File: src/rtl/imm_gen_pipe.sv
`default_nettype none
// ============================================================================
// Module   : imm_gen_pipe
// Purpose  : Pipelined immediate generator for the decode stage.
//            The block takes instruction bits [31:7] and a format select
//            over a valid/ready handshake. It builds the sign- or
//            zero-extended immediate combinationally. It registers that
//            result into a small circular output FIFO, so a result shows
//            one cycle after it is accepted.
// Revision : 1.0 - initial release
// ----------------------------------------------------------------------------
// Parameters
//   XLEN   output immediate width (32 or 64)
//   TAG_W  width of the sideband tag carried alongside each result
//   DEPTH  output buffer entries (2 or 4)
// Ports
//   clk          rising-edge clock
//   rst_n        asynchronous active-low reset
//   flush        synchronous drop of all entries and any same-cycle push
//   in_valid     request valid
//   in_ready     buffer not full (registered, no pop-through)
//   inst_31_7    instruction bits [31:7]
//   imm_sel      format select (I=0, S=1, B=2, U=3, J=4, ZIMM=7 optional)
//   in_tag       sideband tag
//   out_valid    head entry valid
//   out_ready    consumer accepts head entry
//   imm          head immediate (0 when no entry is valid)
//   out_tag      head tag (0 when no entry is valid)
//   out_fmt_err  head entry had an unsupported select
// Build option
//   IMM_GEN_ZIMM_EN  when defined, select 3'd7 yields the CSR zimm field
//                    zero-extended. Otherwise 3'd7 is unsupported.
// ============================================================================
module imm_gen_pipe #(
  parameter int XLEN  = 32,
  parameter int TAG_W = 5,
  parameter int DEPTH = 2
) (
  input  logic             clk,
  input  logic             rst_n,
  input  logic             flush,
  input  logic             in_valid,
  output logic             in_ready,
  input  logic [24:0]      inst_31_7,
  input  logic [2:0]       imm_sel,
  input  logic [TAG_W-1:0] in_tag,
  output logic             out_valid,
  input  logic             out_ready,
  output logic [XLEN-1:0]  imm,
  output logic [TAG_W-1:0] out_tag,
  output logic             out_fmt_err
);

  // Format select codes, matching the rv32 decode definitions.
  localparam logic [2:0] SEL_I    = 3'd0;
  localparam logic [2:0] SEL_S    = 3'd1;
  localparam logic [2:0] SEL_B    = 3'd2;
  localparam logic [2:0] SEL_U    = 3'd3;
  localparam logic [2:0] SEL_J    = 3'd4;
`ifdef IMM_GEN_ZIMM_EN
  localparam logic [2:0] SEL_ZIMM = 3'd7;
`endif

  localparam int             PTR_W    = (DEPTH > 1) ? $clog2(DEPTH) : 1;
  localparam int             CNT_W    = $clog2(DEPTH + 1);
  localparam logic [CNT_W-1:0] CNT_FULL = CNT_W'(DEPTH);
  localparam logic [PTR_W-1:0] PTR_ONE  = PTR_W'(1);
  localparam logic [CNT_W-1:0] CNT_ONE  = CNT_W'(1);

  // --------------------------------------------------------------------------
  // Immediate formation
  // --------------------------------------------------------------------------
  // Index the slice with real instruction bit numbers to keep the
  // format equations readable.
  logic [31:7]     inst_w;
  logic [31:0]     imm32_w;
  logic            fmt_err_w;
  logic [XLEN-1:0] imm_ext_w;

  assign inst_w = inst_31_7;

  always_comb begin
    imm32_w   = '0;
    fmt_err_w = 1'b0;
    case (imm_sel)
      SEL_I: imm32_w = {{20{inst_w[31]}}, inst_w[31:20]};
      SEL_S: imm32_w = {{20{inst_w[31]}}, inst_w[31:25], inst_w[11:7]};
      SEL_B: imm32_w = {{19{inst_w[31]}}, inst_w[31], inst_w[7],
                        inst_w[30:25], inst_w[11:8], 1'b0};
      SEL_U: imm32_w = {inst_w[31:12], 12'b0};
      SEL_J: imm32_w = {{11{inst_w[31]}}, inst_w[31], inst_w[19:12],
                        inst_w[20], inst_w[30:21], 1'b0};
`ifdef IMM_GEN_ZIMM_EN
      SEL_ZIMM: imm32_w = {27'b0, inst_w[19:15]};
`endif
      default: begin
        imm32_w   = '0;
        fmt_err_w = 1'b1;
      end
    endcase
  end

  // Every format is already correct at 32 bits. Widening to XLEN is a
  // plain sign extension of bit 31. For zimm, bit 31 is 0, so the same
  // extension acts as a zero extension.
  assign imm_ext_w = XLEN'($signed(imm32_w));

  // --------------------------------------------------------------------------
  // Output FIFO control
  // --------------------------------------------------------------------------
  logic [PTR_W-1:0] wr_ptr_q, wr_ptr_d;
  logic [PTR_W-1:0] rd_ptr_q, rd_ptr_d;
  logic [CNT_W-1:0] count_q,  count_d;
  logic             push_w;
  logic             pop_w;
  logic             ready_w;
  logic             valid_w;

  assign ready_w = (count_q != CNT_FULL);
  assign valid_w = (count_q != '0);

  // Flush overrides both sides. Gating push and pop here keeps the
  // storage write and pointer updates consistent in a flush cycle.
  assign push_w = in_valid & ready_w & ~flush;
  assign pop_w  = valid_w & out_ready & ~flush;

  always_comb begin
    wr_ptr_d = wr_ptr_q;
    rd_ptr_d = rd_ptr_q;
    count_d  = count_q;
    if (flush) begin
      wr_ptr_d = '0;
      rd_ptr_d = '0;
      count_d  = '0;
    end else begin
      // DEPTH is a power of two, so pointer overflow wraps naturally.
      if (push_w) begin
        wr_ptr_d = wr_ptr_q + PTR_ONE;
      end
      if (pop_w) begin
        rd_ptr_d = rd_ptr_q + PTR_ONE;
      end
      case ({push_w, pop_w})
        2'b10:   count_d = count_q + CNT_ONE;
        2'b01:   count_d = count_q - CNT_ONE;
        default: count_d = count_q;
      endcase
    end
  end

  always_ff @(posedge clk or negedge rst_n) begin
    if (!rst_n) begin
      wr_ptr_q <= '0;
      rd_ptr_q <= '0;
      count_q  <= '0;
    end else begin
      wr_ptr_q <= wr_ptr_d;
      rd_ptr_q <= rd_ptr_d;
      count_q  <= count_d;
    end
  end

  // --------------------------------------------------------------------------
  // Entry storage (no reset: contents are only observed while valid)
  // --------------------------------------------------------------------------
  logic [XLEN-1:0]  imm_mem_q [DEPTH];
  logic [TAG_W-1:0] tag_mem_q [DEPTH];
  logic             err_mem_q [DEPTH];

  always_ff @(posedge clk) begin
    if (push_w) begin
      imm_mem_q[wr_ptr_q] <= imm_ext_w;
      tag_mem_q[wr_ptr_q] <= in_tag;
      err_mem_q[wr_ptr_q] <= fmt_err_w;
    end
  end

  // --------------------------------------------------------------------------
  // Outputs: driven only from registered state
  // --------------------------------------------------------------------------
  // The head entry is never overwritten while it waits, because a full
  // buffer blocks pushes. The head therefore holds stable under
  // backpressure. Masking with valid makes all outputs read zero as soon
  // as reset asserts, without waiting for a clock edge.
  assign in_ready    = ready_w;
  assign out_valid   = valid_w;
  assign imm         = valid_w ? imm_mem_q[rd_ptr_q] : '0;
  assign out_tag     = valid_w ? tag_mem_q[rd_ptr_q] : '0;
  assign out_fmt_err = valid_w & err_mem_q[rd_ptr_q];

endmodule
`default_nettype wire

File: config.mk
export PLATFORM = sky130hd
export DESIGN_NAME = imm_gen_pipe
export DESIGN_NICKNAME = d
export VERILOG_FILES = /design/src/rtl/imm_gen_pipe.sv
export SDC_FILE = /design/constraint.sdc
export NUM_CORES = 1
export LEC_CHECK = 0
export BUFFER_PORTS_ARGS = -buffer_cell sky130_fd_sc_hd__buf_2
export CAP_MARGIN = 15
export CORE_ASPECT_RATIO = 1.5
export CORE_MARGIN = 4
export CORE_UTILIZATION = 50
export CTS_CLUSTER_DIAMETER = 100
export DETAILED_ROUTE_END_ITERATION = 12
export PLACE_DENSITY_LB_ADDON = 0.12
export SYNTH_ARGS = -nofsm -noshare
export SYNTH_HDL_FRONTEND = slang
export SYNTH_SLANG_ARGS = --single-unit
File: constraint.sdc
create_clock -name clk -period 5.1 [get_ports clk]
set_input_delay 1.02 -clock clk [delete_from_list [all_inputs] [get_ports clk]]
set_output_delay 1.02 -clock clk [all_outputs]
set_load 0.01 [all_outputs]
==> results of run 1 <==
stage by stage:
step	utilization	hold WS [ns]	cells	cell area, sq um
final	0.5945	0.4755	447	4268
after detailed placement	0.5695	0.5919	431	4089
after global routing	0.5945	0.4482	447	4268
after global placement	0.5695	0.5679	431	4089
after floorplan	-	0.5295	271	3661
after CTS	0.5945	0.4585	447	4268
layout by cell type, fill, tap and decap left out:
master	n
nor2_1	40
o32ai_1	5
or4b_1	1
a21o_1	1
o21ai_0	3
xor2_1	1
buf_2	77
mux2i_1	43
dfrtp_2	1
clkbuf_1	2
o22ai_1	8
a22oi_1	1
nand3b_1	1
a21oi_1	19
or3_1	1
nor3_1	1
a21o_2	10
o21a_1	1
and2b_1	6
clkbuf_8	9
maj3_4	1
clkinv_1	2
inv_1	7
nand2b_1	1
nor3_2	1
buf_4	3
nor2b_1	9
nand3_1	1
nor2b_4	2
nor3b_2	1
and2_4	1
bufinv_16	1
nand2_1	3
clkinv_2	2
dfrtp_1	3
edfxtp_1	76
nor2_4	1
a31oi_1	1
cell families after synthesis:
group / share of synthesized area
simple gates: 0.09706
xor+xnor: 0.002393
flops: 0.6507
compound gates: 0.08749
fa+ha+maj: 0.003759
buf+inv: 0.04101
mux: 0.1176
report_power, final:
group | leakage (nW) | switching (mW) | internal (mW)
clock network | 0.0922 | 0.206 | 0.222
logic | 0.823 | 0.0980 | 0.0790
registers | 0.760 | 0.0214 | 0.752
how the worst min path moves through the flow:
stage	end	slack (ns)	cells after the start
floorplan	wr_ptr_q$_DFFE_PN0P_	0.53	2
CTS	count_q[1]$_DFFE_PN0P_	0.46	1
global placement	wr_ptr_q$_DFFE_PN0P_	0.57	2
detailed placement	wr_ptr_q$_DFFE_PN0P_	0.59	2
finish	count_q[1]$_DFFE_PN0P_	0.48	1
global route	count_q[1]$_DFFE_PN0P_	0.45	1
flip-flops by register name, indices dropped and copies added (netlist names):
signal	cells
tag_mem_q	10
wr_ptr_q	1
count_q	2
rd_ptr_q	1
err_mem_q	2
imm_mem_q	64
final cells by class:
cell class	count	area share
Sequential cell	80	0.5585
Multi-Input combinational cell	164	0.2685
Timing Repair Buffer	80	0.09557
Clock buffer	11	0.03078
Tap cell	100	0.02932
Clock inverter	5	0.01114
Inverter	7	0.006157
routing by layer:
layer / vias to the layer above / part of all wire / routed length (um) / track usage
met5: - / 0 / 0 / 0
met4: 0 / 0.010 / 72 / 0.07126
met2: 72 / 0.52 / 3677 / 0.2803
li1: 1132 / - / - / -
met1: 1093 / 0.41 / 2881 / 0.1920
met3: 5 / 0.063 / 448 / 0.05096
==> impl_metrics.ini, run 1 <==
[cts]
ctsResizeCount = 0
cts_tree = built
post_cts_buffers = 0
clk_latency_ns = 0.34
cts_buffer_depth = 2
clock-root-buffer = clkbuf_8
path_clk_slew_ns = 0.07
cts_htree_levels = 3
clkSinkCount = 80
cts_inserted_buffers = 9
holdBufCountCts = 0

[worst_setup_path]
rr_worst_depth = 5
crit_path_start = rd_ptr_q$_DFFE_PN0P_
arrival_ns = 2.03
cpPeakStageDelay_ns = 1.12
endpoint = imm[22]
worstSetupPathDepth = 3
path_buf_inv = 1
critical_path.top_delay_family = flip-flops
endpoint_kind = primary output
critical_path_required_ns = 4.08
crit_fanout = 39
r2r_end = imm_mem_q[1][11]$_DFFE_PP_
start_kind = flop
path_class = flop to primary output
r2r-start = count_q[1]$_DFFE_PN0P_
crit_slowest_cell = dfrtp_2
crit_chain = mux2i_1 -> nor2_1 -> buf_2
rrSetupSlack_ns = 2.83

[global_route]
grt_max_degree = 41
grt.total_usage = 0.1653
grt-ovfl-total = 0
grt_pass1_wl_um = 10900
antenna_found_initial = 0
grt_pass1_vias = 2200

[synthesis]
ys_seq_area_frac = 0.6507
syn-cell-area_sq_mm = 0.003661
synth.area.top_cells = edfxtp_1 (62%), mux2i_1 (12%), nor2_1 (4.2%)
synth_fp_nets = 309
synth_common_cells = edfxtp_1 (76), mux2i_1 (43), nor2_1 (41)
synth_most_common_cell = edfxtp_1
yosys_most_used_dff = edfxtp_1
synth_cell_types = 33
yosys.area.top_type = edfxtp_1
synthCells = 271
yosysWarnings = 0
avgSynthCellArea_sq_um = 13.51
synthDominantCellAreaShare = 0.6234
synth_edf_count = 76
async_flop_share = 0.05000
ys_seq_elements = 80

[floorplanning]
rows = 38
die_area_sq_mm = 0.008783
start_util = 0.5099
die_h_um = 112.8
pin_count = 78
core_sq_mm = 0.007179
dieWidth_um = 77.87

[sta]
rsz0062_at_grt = no
tightest_slew_ns = 1.131
skew_ns = 0.007028
fmax_mhz = 328.0
tns_ns = 0
slew_headroom = 0.2463
fin_crit_sh = 0.5978
fin_crit_ns = 3.049
hold_viol_final = 0
setup_ws_ns = 2.051
final-setup-viol-count = 0
slew_viol_final = 0

[route]
via_per_inst = 5.150
first_pass_iters = 5
drcViolationCount = 0
wire_per_inst_um = 15.84
drt_wl_total_um = 7079
vias = 2302
antenna_left = 0
drt-initial-drc-count = 107

[power_and_ir_drop]
ir_worst_vdd_mv = 0.1938
totalPowerFinal_mw = 1.378
p_leak_nw = 1.675
p_per_area_mw_per_mm2 = 322.8

[final_layout]
syn2layout_area_growth_pct = 16.58
n_antenna_cell = 0
multi_input_area_sq_mm = 0.001146
nFillCells = 593
area.sequential_sq_mm = 0.002384
nets = 380
layout-drive-gt1-share = 0.3170

[placement]
place_ws_ns = 2.348
gp_congestion = 0.7575
dp_hpwl_um = 4772
portBuffers = 77

[status]
status = finished, final reports clean

[flow_run]
cap_viol_max_count = 0

[hold_path]
min_path_type = input pin to asynchronous set/reset pin
(Power assumes the default switching activity.)
==> run 2: changes to the inputs <==
Settings changed: CORE_UTILIZATION 50 to 49.
Clock period 5.1 ns to 2.45 ns, I/O delays scaled along.
==> run 2 against run 1 <==
Effect of this change:
- non-clock buffer count rose by 6
- clock-buffer cell count fell by 1
- cell count up 1.1%
- routed wire length up 1.1%
- combinational power rose by 130%
- critical path depth grew 1
- worst hold slack got worse by 0.14 ns
- highest routed layer unchanged
- total power up 120%
- clock power increased by 130%
- first-iteration DRC count is 7.5% higher
- clock skew shrank 0.00055 ns
==> impl_metrics.ini, run 2 (synthesis gave the netlist of run 1 again) <==
[cts]
clkSinkCount = 80
ctsResizeCount = 0
clock-root-buffer = clkbuf_8
clk_latency_ns = 0.35
post_cts_buffers = 0
cts_buffer_depth = 2
cts_inserted_buffers = 9
path_clk_slew_ns = 0.07
holdBufCountCts = 1
cts_tree = built
cts_htree_levels = 3

[global_route]
grt_max_degree = 31
antenna_found_initial = 0
grt-ovfl-total = 0
grt_pass1_vias = 2430
grt_pass1_wl_um = 11630
grt.total_usage = 0.1724

[sta]
tns_ns = 0
slew_headroom = 0.5982
slew_viol_final = 0
hold_viol_final = 0
fin_crit_ns = 2.135
fin_crit_sh = 0.8715
rsz0062_at_grt = no
final-setup-viol-count = 0
tightest_slew_ns = 0.6015
skew_ns = 0.006480
fmax_mhz = 468.4

[route]
wire_per_inst_um = 15.83
drcViolationCount = 0
antenna_left = 0
via_per_inst = 5.217
first_pass_iters = 4
drt-initial-drc-count = 115
vias = 2358
drt_wl_total_um = 7157

[final_layout]
area.sequential_sq_mm = 0.002384
n_antenna_cell = 0
syn2layout_area_growth_pct = 19.48
mostFrequentLayoutCell = buf_2
largest_reg_flops = 64
layout-drive-gt1-share = 0.3267
final_util = 0.6013
nets = 386
top_register = imm_mem_q
design_area_sq_mm = 0.004374
multi_input_area_sq_mm = 0.001159
largestRegisters = imm_mem_q: 64 flops, tag_mem_q: 10 flops
nFillCells = 615
layout_common_cells = buf_2 (77), edfxtp_1 (76), mux2i_1 (43)

[floorplanning]
die_area_sq_mm = 0.008947
pin_count = 78
dieWidth_um = 78.58
start_util = 0.5033
core_sq_mm = 0.007274
rows = 38
die_h_um = 113.9

[power_and_ir_drop]
p_leak_nw = 1.724
clkPwrFrac = 0.331
pwr-share-comb = 0.137
p_int_mw = 2.305
totalPowerFinal_mw = 2.992
power_frac_seq = 0.532
p_per_area_mw_per_mm2 = 684.1
ir_worst_vdd_mv = 0.3777
netSwitchingFraction = 0.2298
p_sw_mw = 0.6877

[worst_setup_path]
cpPeakStageDelay_ns = 0.64
worstSetupPathDepth = 4
endpoint = imm[8]
arrival_ns = 1.65
endpoint_kind = primary output
crit_fanout = 16
critical_path_required_ns = 1.96
crit_slowest_cell = dfrtp_2
rrSetupSlack_ns = 0.57
crit_path_start = rd_ptr_q$_DFFE_PN0P_
path_class = flop to primary output
crit_chain = buf_12 -> mux2i_1 -> nor2_1 -> buf_2
r2r-start = count_q[1]$_DFFE_PN0P_
r2r_end = imm_mem_q[1][14]$_DFFE_PP_
rr_worst_depth = 5
path_buf_inv = 2
critical_path.top_delay_family = flip-flops
start_kind = flop

[placement]
dp_hpwl_um = 4933
portBuffers = 77
dpl_cell_area_sq_mm = 0.004164
gp_congestion = 0.7073

[hold_path]
min_path_type = input pin to flop
min_path_cells = 1

[status]
status = finished, final reports clean

[flow_run]
cap_viol_max_count = 0
[run 2: area by class of cell]
cell class,count,area share
Sequential cell,80,0.5449
Multi-Input combinational cell,164,0.2649
Timing Repair Buffer,86,0.1098
Clock buffer,10,0.02918
Tap cell,100,0.02860
Clock inverter,5,0.01659
Inverter,7,0.006007
[run 2: through the flow]
stage,setup WS (ns),cells,hold WS (ns)
after floorplan,0.1695,271,0.1944
after global placement,0.5233,436,0.3012
after detailed placement,0.5135,436,0.3047
after CTS,0.2783,452,0.3129
after global routing,0.1666,452,0.3069
final,0.3149,452,0.3327
[run 2: worst reg2reg max path: cells and delay by family (launching register included)]
kind          cells  cell delay, ns
buf+inv           2            0.50
flops             1            0.46
simple gates      3            0.57
[run 2: power groups by stage]
stage	registers (mW)	clock network [mW]	logic, mW
floorplan	1.61	0	0.274
global placement	1.62	0	0.404
detailed placement	1.62	0	0.413
CTS	1.59	1.01	0.416
global route	1.60	1.08	0.453
finish	1.59	0.991	0.409
[run 2: how the worst min path moves through the flow]
stage,startpoint,end,slack [ns]
floorplan,rst_n,count_q[0]$_DFFE_PN0P_,0.19
global placement,rst_n,count_q[0]$_DFFE_PN0P_,0.30
detailed placement,rst_n,count_q[0]$_DFFE_PN0P_,0.30
CTS,in_tag[3],tag_mem_q[0][3]$_DFFE_PP_,0.31
global route,in_tag[2],tag_mem_q[1][2]$_DFFE_PP_,0.31
finish,in_tag[3],tag_mem_q[0][3]$_DFFE_PP_,0.33
[run 2: metal layers]
layer / wire length (um) / GRT usage / up-vias
met4: 128 / 0.06418 / 0
met3: 402 / 0.05213 / 12
met2: 3847 / 0.3057 / 74
li1: - / - / 1143
met1: 2779 / 0.1932 / 1129
met5: 0 / 0 / -
